## src/rtl/pc_fetch_ctrl_pkg.sv

```systemverilog
// Shared defines for the PC fetch stage: FSM states, redirect source tags,
// chip-enable levels and the default reset PC / fetch granule.
package pc_fetch_ctrl_pkg;

    localparam logic        ChipEnable          = 1'b1;
    localparam logic        ChipDisable         = 1'b0;

    localparam logic [31:0] DEFAULT_RESET_PC    = 32'h0000_0000;
    localparam int          DEFAULT_FETCH_BYTES = 4;

    typedef enum logic [1:0] {
        ST_RESET = 2'd0,   // fetch disabled, pc parked at RESET_PC
        ST_RUN   = 2'd1,   // no redirect waiting
        ST_PEND  = 2'd2    // redirect latched, waiting for an advance
    } fetch_state_e;

    typedef enum logic {
        SRC_BRANCH = 1'b0,
        SRC_FLUSH  = 1'b1
    } redir_src_e;

    // Clear the low offset bits of a target so it lands on a fetch granule.
    function automatic logic [31:0] align_addr(input logic [31:0] a, input int fb);
        logic [31:0] mask;
        mask = 32'(fb - 1);
        return a & ~mask;
    endfunction

endpackage

```

## src/rtl/pc_redirect_buf.sv

```systemverilog
// Pending-redirect latch: holds one redirect target plus its source while the
// fetch stage cannot advance. A flush always overwrites; a branch overwrites
// only an empty slot or an earlier branch.
module pc_redirect_buf
    import pc_fetch_ctrl_pkg::*;
#(
    parameter int ADDR_W = 32
) (
    input  logic              clk,
    input  logic              rst,
    input  logic              clear_i,
    input  logic              capture_en_i,
    input  logic              flush_i,
    input  logic [ADDR_W-1:0] flush_target_i,
    input  logic              branch_i,
    input  logic [ADDR_W-1:0] branch_target_i,
    output logic              valid_o,
    output logic [ADDR_W-1:0] target_o,
    output redir_src_e        src_o
);

    logic              valid_q, valid_d;
    logic [ADDR_W-1:0] target_q, target_d;
    redir_src_e        src_q, src_d;

    // Decide what the slot holds next cycle.
    always_comb begin
        valid_d  = valid_q;
        target_d = target_q;
        src_d    = src_q;
        if (clear_i) begin
            valid_d  = 1'b0;
            target_d = '0;
            src_d    = SRC_BRANCH;
        end else if (capture_en_i) begin
            if (flush_i) begin
                valid_d  = 1'b1;
                target_d = flush_target_i;
                src_d    = SRC_FLUSH;
            end else if (branch_i && (!valid_q || src_q == SRC_BRANCH)) begin
                valid_d  = 1'b1;
                target_d = branch_target_i;
                src_d    = SRC_BRANCH;
            end
        end
    end

    // Slot register; reset drops any pending redirect.
    always_ff @(posedge clk) begin
        if (!rst) begin
            valid_q  <= 1'b0;
            target_q <= '0;
            src_q    <= SRC_BRANCH;
        end else begin
            valid_q  <= valid_d;
            target_q <= target_d;
            src_q    <= src_d;
        end
    end

    assign valid_o  = valid_q;
    assign target_o = target_q;
    assign src_o    = src_q;

endmodule

```

## src/rtl/pc_fetch_ctrl.sv

```systemverilog
// PC fetch controller: sequential fetch with zero-bubble flush/branch redirect
// and a one-entry pending slot for redirects arriving while the stage is held.
// Optional feature macro: PC_ALIGN_CHECK_EN (misaligned redirect reporting).
module pc_fetch_ctrl
    import pc_fetch_ctrl_pkg::*;
#(
    parameter int                ADDR_W      = 32,
    parameter logic [ADDR_W-1:0] RESET_PC    = ADDR_W'(DEFAULT_RESET_PC),
    parameter int                FETCH_BYTES = DEFAULT_FETCH_BYTES,
    parameter int                STALL_W     = 6
) (
    input  logic               clk,
    input  logic               rst,
    input  logic [STALL_W-1:0] stall,
    input  logic               flush_i,
    input  logic [ADDR_W-1:0]  flush_target_i,
    input  logic               branch_flag_i,
    input  logic [ADDR_W-1:0]  branch_target_address_i,
    input  logic               inst_gnt_i,
    output logic [ADDR_W-1:0]  pc,
    output logic               ce,
    output logic               misalign_o,
    output logic [ADDR_W-1:0]  misalign_addr_o
);

    localparam logic [ADDR_W-1:0] OFF_MASK = ADDR_W'(FETCH_BYTES - 1);
    localparam logic [ADDR_W-1:0] INC      = ADDR_W'(FETCH_BYTES);

    fetch_state_e      state_q, state_d;
    logic [ADDR_W-1:0] pc_q, pc_d;
    logic              advance;
    logic              active;
    logic [ADDR_W-1:0] flush_tgt_al, branch_tgt_al;
    logic              pend_valid;
    logic [ADDR_W-1:0] pend_target;
    redir_src_e        pend_src;

    // Only stall[0] gates this stage; upper bits belong to later stages.
    generate
        if (STALL_W > 1) begin : g_stall_unused
            logic unused_stall;
            assign unused_stall = ^stall[STALL_W-1:1];
        end
    endgenerate

    assign active        = (state_q != ST_RESET);
    assign advance       = ce & ~stall[0] & inst_gnt_i;
    assign flush_tgt_al  = flush_target_i & ~OFF_MASK;
    assign branch_tgt_al = branch_target_address_i & ~OFF_MASK;

    pc_redirect_buf #(
        .ADDR_W(ADDR_W)
    ) u_redirect_buf (
        .clk            (clk),
        .rst            (rst),
        .clear_i        (advance),
        .capture_en_i   (active & ~advance),
        .flush_i        (flush_i),
        .flush_target_i (flush_tgt_al),
        .branch_i       (branch_flag_i),
        .branch_target_i(branch_tgt_al),
        .valid_o        (pend_valid),
        .target_o       (pend_target),
        .src_o          (pend_src)
    );

    // The source tag is only consulted inside the redirect buffer.
    logic unused_src;
    assign unused_src = pend_src;

    // FSM state register.
    always_ff @(posedge clk) begin
        if (!rst) state_q <= ST_RESET;
        else      state_q <= state_d;
    end

    // FSM next state: PEND whenever a redirect is stuck behind a held stage.
    always_comb begin
        state_d = state_q;
        case (state_q)
            ST_RESET: state_d = ST_RUN;
            ST_RUN:   if (!advance && (flush_i || branch_flag_i)) state_d = ST_PEND;
            ST_PEND:  if (advance) state_d = ST_RUN;
            default:  state_d = ST_RESET;
        endcase
    end

    // FSM outputs: fetch is enabled in every state except RESET.
    always_comb begin
        ce = ChipDisable;
        if (state_q != ST_RESET) ce = ChipEnable;
    end

    // Next-PC mux: flush > branch > pending > sequential (wraps naturally).
    always_comb begin
        pc_d = pc_q + INC;
        if (flush_i)            pc_d = flush_tgt_al;
        else if (branch_flag_i) pc_d = branch_tgt_al;
        else if (pend_valid)    pc_d = pend_target;
    end

    // PC register moves only on an accepted fetch.
    always_ff @(posedge clk) begin
        if (!rst)         pc_q <= RESET_PC;
        else if (advance) pc_q <= pc_d;
    end

    assign pc = pc_q;

`ifdef PC_ALIGN_CHECK_EN
    logic              mis_q;
    logic [ADDR_W-1:0] mis_addr_q;
    logic [ADDR_W-1:0] raw_tgt;
    logic              mis_hit;

    // The flush target is the one being acted on whenever flush is present.
    assign raw_tgt = flush_i ? flush_target_i : branch_target_address_i;
    assign mis_hit = active & (flush_i | branch_flag_i) & (|(raw_tgt & OFF_MASK));

    // One-cycle pulse after an offending target; address held until the next one.
    always_ff @(posedge clk) begin
        if (!rst) begin
            mis_q      <= 1'b0;
            mis_addr_q <= '0;
        end else begin
            mis_q <= mis_hit;
            if (mis_hit) mis_addr_q <= raw_tgt;
        end
    end

    assign misalign_o      = mis_q;
    assign misalign_addr_o = mis_addr_q;
`else
    assign misalign_o      = 1'b0;
    assign misalign_addr_o = '0;
`endif

endmodule

```

## config.mk

```make
export PLATFORM = sky130hd
export DESIGN_NAME = pc_fetch_ctrl
export DESIGN_NICKNAME = d
export VERILOG_FILES = /design/src/rtl/pc_fetch_ctrl_pkg.sv /design/src/rtl/pc_redirect_buf.sv /design/src/rtl/pc_fetch_ctrl.sv
export SDC_FILE = /design/constraint.sdc
export NUM_CORES = 1
export LEC_CHECK = 0
export BUFFER_PORTS_ARGS = -buffer_cell sky130_fd_sc_hd__buf_2
export CORE_AREA = 2 2 126 128
export DETAILED_ROUTE_END_ITERATION = 12
export DIE_AREA = 0 0 128 130
export GPL_TIMING_DRIVEN = 0
export SLEW_MARGIN = 20
export SYNTH_ARGS = -nofsm -noshare
export SYNTH_HDL_FRONTEND = slang
export SYNTH_SLANG_ARGS = --single-unit
```

## constraint.sdc

```tcl
create_clock -name clk -period 3.6 [get_ports clk]
set_input_delay 1.08 -clock clk [delete_from_list [all_inputs] [get_ports clk]]
set_output_delay 1.08 -clock clk [all_outputs]
set_load 0.05 [all_outputs]
```

==> flow_metrics.env, run 1 <==
export IMPL_worst_slack_ps=674
export IMPL_max_cap_viol_count=0
export IMPL_multi_input_area_sq_um=2570
export IMPL_clk_pin_slew_ps=60
export IMPL_slew_viol_final=0
export IMPL_fin_nets=742
export IMPL_tns_ps=0
export IMPL_fmax_mhz=342
export IMPL_ys_flop_type="dfxtp_1"
export IMPL_portBuffers=96
export IMPL_startpoint="flush_i"
export IMPL_antenna_cells=0
export IMPL_cts_root_buf="clkbuf_16"
export IMPL_holdWs_ps=488
export IMPL_cts_setup_buffers=0
export IMPL_synthCells=525
export IMPL_die_area_sq_um=16600
export IMPL_synthTopCellsByCount="dfxtp_1 (64), o21ai_0 (43), nor2_1 (42), clkbuf_1 (40), buf_4 (35)"
export IMPL_hold_start="u_redirect_buf.src_o"
export IMPL_cpMostUsedCell="clkbuf_1"
export IMPL_min_period_ps=2930
export IMPL_rows=46
export IMPL_synth_top_area_frac=0.306
export IMPL_postRouteWirelength_mm=16.4
export IMPL_synth_top_area_cell="dfxtp_1"
export IMPL_placed_cell_area_sq_um=5030
export IMPL_vias_per_cell=5.39
export IMPL_ys_async_sr_fraction=0
export IMPL_first_pass_iters=6
export IMPL_finalHoldViolCount=0
export IMPL_yosys_warnings=0
export IMPL_place_congestion=0.891
export IMPL_pre_cts_slack_ps=408
export IMPL_area_growth_synth_to_final_pct=27.2
export IMPL_synth_area_sq_um=4180
export IMPL_slowest_stage="buf_1"
export IMPL_ys_types=52
export IMPL_finClkSkew_ps=7.13
export IMPL_min_path_type="flop to flop"
export IMPL_drc=0
export IMPL_die_width_um=128
export IMPL_status="completed"
export IMPL_grt_ovfl_total=0
export IMPL_syn_avg_cell_area_sq_um=7.96
export IMPL_synth_most_common_cell="dfxtp_1"
export IMPL_dr_first_iter_drc_count=450
export IMPL_timing_rr_start="u_redirect_buf.valid_o"
export IMPL_n_fill_cell=1694
export IMPL_fp_dieH_um=130
export IMPL_hpwl_mm=11.8
export IMPL_start_util=0.271
export IMPL_cpPeakStageDelay_ps=690
export IMPL_worst_pin_slew_ps=942
export IMPL_grt_usage=0.196
export IMPL_setup_viol=0
export IMPL_grt_pass1_wl_mm=24.9
export IMPL_yosys_register_bits=64
export IMPL_end_kind="flop"
export IMPL_rsz0062_at_grt="false"
export IMPL_p_leak_nw=2.20
export IMPL_antenna_left=0
export IMPL_seq_area_sq_um=1280
export IMPL_worstPathCellList="buf_2 > clkbuf_1 > clkbuf_1 > buf_1 > a21oi_1 > a221oi_1"
export IMPL_core_sq_um=15400
export IMPL_critical_path_arrival_ps=3170
export IMPL_ctsHoldBuffers=0
export IMPL_worstSetupPathType="primary input to flop"
export IMPL_antenna_found_initial=0
export IMPL_final_area_sq_um=5320
export IMPL_cts_made_buffers=9
export IMPL_cts_repair_resized=0
export IMPL_grt_pass1_vias=4570
export IMPL_wl_per_cell_um=19.0
export IMPL_ir_drop_v=0.000225
export IMPL_vias=4650
export IMPL_synth_edf_count=0
export IMPL_crit_fanout=10
export IMPL_worstSkewPairLatency_ps=340
export IMPL_max_slew_margin_rel=0.372
export IMPL_crit_path_start_kind="primary input"
export IMPL_cts_tree="yes"
export IMPL_clock_path_buffers=2
export IMPL_grt_max_degree=11
export IMPL_synth_top_cells_by_area="dfxtp_1 (31%), mux2i_1 (7.7%), buf_4 (6.3%)"
export IMPL_min_period_over_period=0.813
export IMPL_cts_sinks=64
export IMPL_pin_count=141
export IMPL_powerDensity_nw_per_um2=434
export IMPL_ys_seq_area_frac=0.306
export IMPL_critPathRequiredTime_ps=3840
export IMPL_htree_levels=3
export IMPL_drive_above_1_share=0.230
==> state kept, by name, summed over array words and instances, names as in the netlist <==
name	flops
state_q	2
u_redirect_buf.valid_o	1
u_redirect_buf.src_o	1
u_redirect_buf.target_o	30
pc	30
==> power breakdown <==
| part | internal, mW | switching, mW | total [mW] | leakage, nW |
|---|---|---|---|---|
| combinational | 0.180 | 0.417 | 0.597 | 1.53 |
| sequential | 0.770 | 0.0561 | 0.826 | 0.525 |
| clock | 0.548 | 0.338 | 0.885 | 0.145 |
==> routing by layer <==
layer  share of wire  global-route usage
met4           0.033              0.0905
met3           0.083              0.0385
met2            0.45               0.316
met5               0                   0
met1            0.44               0.254
==> cells in the final DEF, fill, tap and decap left out, types with 3 or more instances in the layout <==
master and count:
buf_1 4, nor3_1 6, nor2_1 42, xnor2_1 5, xor2_1 10, o211ai_1 5
nor4_1 7, dfxtp_1 64, nand2b_1 9, o21ai_0 43, nand4_1 12, clkinv_2 3
a21o_1 5, mux2i_1 32, buf_4 35, and4_1 3, clkbuf_16 9, o31ai_1 3
buf_2 96, nand2_1 28, nand3_1 25, clkbuf_1 41, a311oi_1 4, a211oi_1 31
conb_1 35, inv_1 7, a221oi_1 28, a21oi_1 29, a31oi_1 5, and3_1 3
o311a_1 8
==> cells by family after synthesis <==
kind of cell / after synthesis / share of synthesized area
AND/OR/NAND/NOR: 149 / 0.181
flip-flops: 64 / 0.306
XOR/XNOR: 15 / 0.0314
other: 1 / 0.000897
buffers and inverters: 87 / 0.110
adder cells (fa/ha/maj): 1 / 0.00299
multiplexers: 32 / 0.0766
AO/OA/AOI/OAI: 176 / 0.291
==> final cells by class <==
type,instances,area share
multi-input cells,408,0.483
flip-flops and latches,64,0.241
repair buffers,96,0.0904
plain buffers,79,0.0805
clock buffers,11,0.0456
well taps,192,0.0452
clock inverters,4,0.00847
inverters,8,0.00565
==> worst paths after layout <==
check | to | slack (ps) | cells after the start
worst max-delay path | pc[27] | 670 | 6
worst min-delay path | u_redirect_buf.src_o | 490 | 2
worst max register to register | pc[18] | 1010 | 6
worst min register to register | u_redirect_buf.src_o | 490 | 2
==> critical path, delay by kind of cell <==
kind                   cells  cell delay, ps
buffers and inverters      4            1650
AOI/OAI and AO/OA          2             420
==> metrics by stage <==
| stage | power (mW) | cells | utilization |
|---|---|---|---|
| finish | 2.31 | 862 | 0.345 |
| global route | 2.38 | 862 | 0.345 |
| CTS | 2.29 | 862 | 0.345 |
| detailed placement | 1.43 | 847 | 0.326 |
| global placement | 1.42 | 847 | 0.326 |
| floorplan | 1.25 | 559 | - |
(Power assumes the default switching activity.)
==> run 2: changes to the inputs <==
--- a/config.mk
+++ b/config.mk
@@ -5,10 +5,11 @@
 export SDC_FILE = /design/constraint.sdc
 export NUM_CORES = 1
 export LEC_CHECK = 0
+export ABC_AREA = 1
 export BUFFER_PORTS_ARGS = -buffer_cell sky130_fd_sc_hd__buf_2
-export CORE_AREA = 2 2 126 128
+export CORE_AREA = 2 2 130 132
 export DETAILED_ROUTE_END_ITERATION = 12
-export DIE_AREA = 0 0 128 130
+export DIE_AREA = 0 0 132 134
 export GPL_TIMING_DRIVEN = 0
 export SLEW_MARGIN = 20
 export SYNTH_ARGS = -nofsm -noshare
==> constraint.sdc (replaced) <==
create_clock -name clk -period 2.94 [get_ports clk]
set_input_delay 0.882 -clock clk [delete_from_list [all_inputs] [get_ports clk]]
set_output_delay 0.882 -clock clk [all_outputs]
set_load 0.05 [all_outputs]
==> flow_metrics.env, run 2 <==
export IMPL_slowest_stage="dfxtp_1"
export IMPL_cp_top_family="flip-flops"
export IMPL_antenna_left=0
export IMPL_clock_path_buffers=2
export IMPL_cpPeakStageDelay_ps=480
export IMPL_area_growth_synth_to_final_pct=25.9
export IMPL_max_slew_margin_rel=0.599
export IMPL_grt_ovfl_total=0
export IMPL_ys_async_sr_fraction=0
export IMPL_antenna_found_initial=0
export IMPL_yosys_register_bits=64
export IMPL_grt_usage=0.170
export IMPL_min_path_type="flop to flop"
export IMPL_synth_top_cells_by_area="dfxtp_1 (29%), nand2_1 (16%), a21oi_1 (11%)"
export IMPL_worstSetupPathType="flop to output pin"
export IMPL_antenna_cells=0
export IMPL_synthTopCellsByCount="nand2_1 (190), a21oi_1 (96), o21ai_0 (87), inv_1 (67), dfxtp_1 (64)"
export IMPL_wl_per_cell_um=13.8
export IMPL_die_width_um=132
export IMPL_critical_path_arrival_ps=1140
export IMPL_drive_above_1_share=0.228
export IMPL_yosys_warnings=0
export IMPL_end_kind="output pin"
export IMPL_start_util=0.273
export IMPL_first_pass_iters=5
export IMPL_utilization=0.344
export IMPL_grt_max_degree=11
export IMPL_cts_setup_buffers=0
export IMPL_ys_types=34
export IMPL_synth_area_sq_um=4450
export IMPL_worst_slack_ps=919
export IMPL_instances_no_fill=1088
export IMPL_synth_top_area_cell="dfxtp_1"
export IMPL_core_sq_um=16300
export IMPL_vias=4883
export IMPL_cts_repair_resized=0
export IMPL_portBuffers=95
export IMPL_min_period_ps=2020
export IMPL_finalHoldViolCount=0
export IMPL_final_area_sq_um=5600
export IMPL_htree_levels=3
export IMPL_powerDensity_nw_per_um2=509
export IMPL_synth_edf_count=0
export IMPL_power_total_mw=2.85
export IMPL_tns_ps=0
export IMPL_setup_viol=0
export IMPL_dr_first_iter_drc_count=362
export IMPL_ir_drop_v=0.000277
export IMPL_synth_top_area_frac=0.288
export IMPL_ys_seq_area_frac=0.288
export IMPL_pre_cts_slack_ps=605
export IMPL_rows=47
export IMPL_grt_pass1_wl_mm=23.7
export IMPL_worstSkewPairLatency_ps=330
export IMPL_pin_count=141
export IMPL_fp_dieH_um=134
export IMPL_grt_pass1_vias=4586
export IMPL_fmax_mhz=495
export IMPL_placed_cell_area_sq_um=5330
export IMPL_syn_avg_cell_area_sq_um=6.15
export IMPL_critPathBufInv=1
export IMPL_ctsHoldBuffers=0
export IMPL_worstPathCellList="buf_2"
export IMPL_critPathRequiredTime_ps=2060
export IMPL_die_area_sq_um=17700
export IMPL_place_congestion=0.866
export IMPL_ys_flop_type="dfxtp_1"
export IMPL_drc=0
export IMPL_worst_pin_slew_ps=601
export IMPL_hpwl_mm=12.0
export IMPL_crit_fanout=7
export IMPL_finClkSkew_ps=4.64
export IMPL_crit_path_start_kind="flop"
export IMPL_layout_commonest_cell="nand2_1"
export IMPL_p_leak_nw=2.59
export IMPL_status="completed"
export IMPL_synthCells=724
export IMPL_min_period_over_period=0.687
export IMPL_n_fill_cell=1805
export IMPL_slew_viol_final=0
export IMPL_cts_tree="yes"
export IMPL_cts_root_buf="clkbuf_16"
export IMPL_holdWs_ps=454
export IMPL_synth_most_common_cell="nand2_1"
export IMPL_cts_made_buffers=9
export IMPL_rsz0062_at_grt="false"
export IMPL_fin_nets=940
export IMPL_clk_pin_slew_ps=50
export IMPL_layout_common_cells="nand2_1 (190), buf_2 (109), a21oi_1 (96)"
export IMPL_cts_sinks=64
export IMPL_max_cap_viol_count=0
export IMPL_dp_cells=1073
export IMPL_postRouteWirelength_mm=15.0
export IMPL_vias_per_cell=4.49
-- run 2: power by group --
part | total (mW) | leakage [nW] | internal (mW) | switching, mW
clock network | 0.999 | 0.141 | 0.605 | 0.394
logic | 0.824 | 1.92 | 0.236 | 0.588
registers | 1.03 | 0.526 | 0.962 | 0.0672
-- run 2: worst paths after layout --
kind	from	to	slack (ps)	cells after the start
max reg2reg	pc[2]	pc[20]	1270	8
max	pc[21]	pc[21]	920	1
min reg2reg	u_redirect_buf.target_o[23]	u_redirect_buf.target_o[23]	450	2
min	u_redirect_buf.target_o[23]	u_redirect_buf.target_o[23]	450	2
-- run 2: area by class of cell --
cell class / instances / area (sq um) / area share
multi-input combinational: 552 / 2610 / 0.465
sequential: 64 / 1280 / 0.229
timing repair buffer: 95 / 475 / 0.0849
buffer: 71 / 425 / 0.0759
tap: 220 / 275 / 0.0491
inverter: 71 / 267 / 0.0476
clock buffer: 11 / 253 / 0.0451
clock inverter: 4 / 20.0 / 0.00357
-- run 2: metal layers --
layer / up-vias / part of all wire / global-route usage
met5: - / 0 / 0
met4: 0 / 0.016 / 0.0495
met3: 16 / 0.069 / 0.0287
met2: 169 / 0.44 / 0.275
met1: 2138 / 0.47 / 0.232
li1: 2560 / - / -
-- run 2: cell families after synthesis --
kind of cell,share of synthesized area
other cells,0.000843
flops,0.288
simple gates,0.303
compound gates,0.234
buf+inv,0.155
xor+xnor,0.0157
fa+ha+maj,0.00281
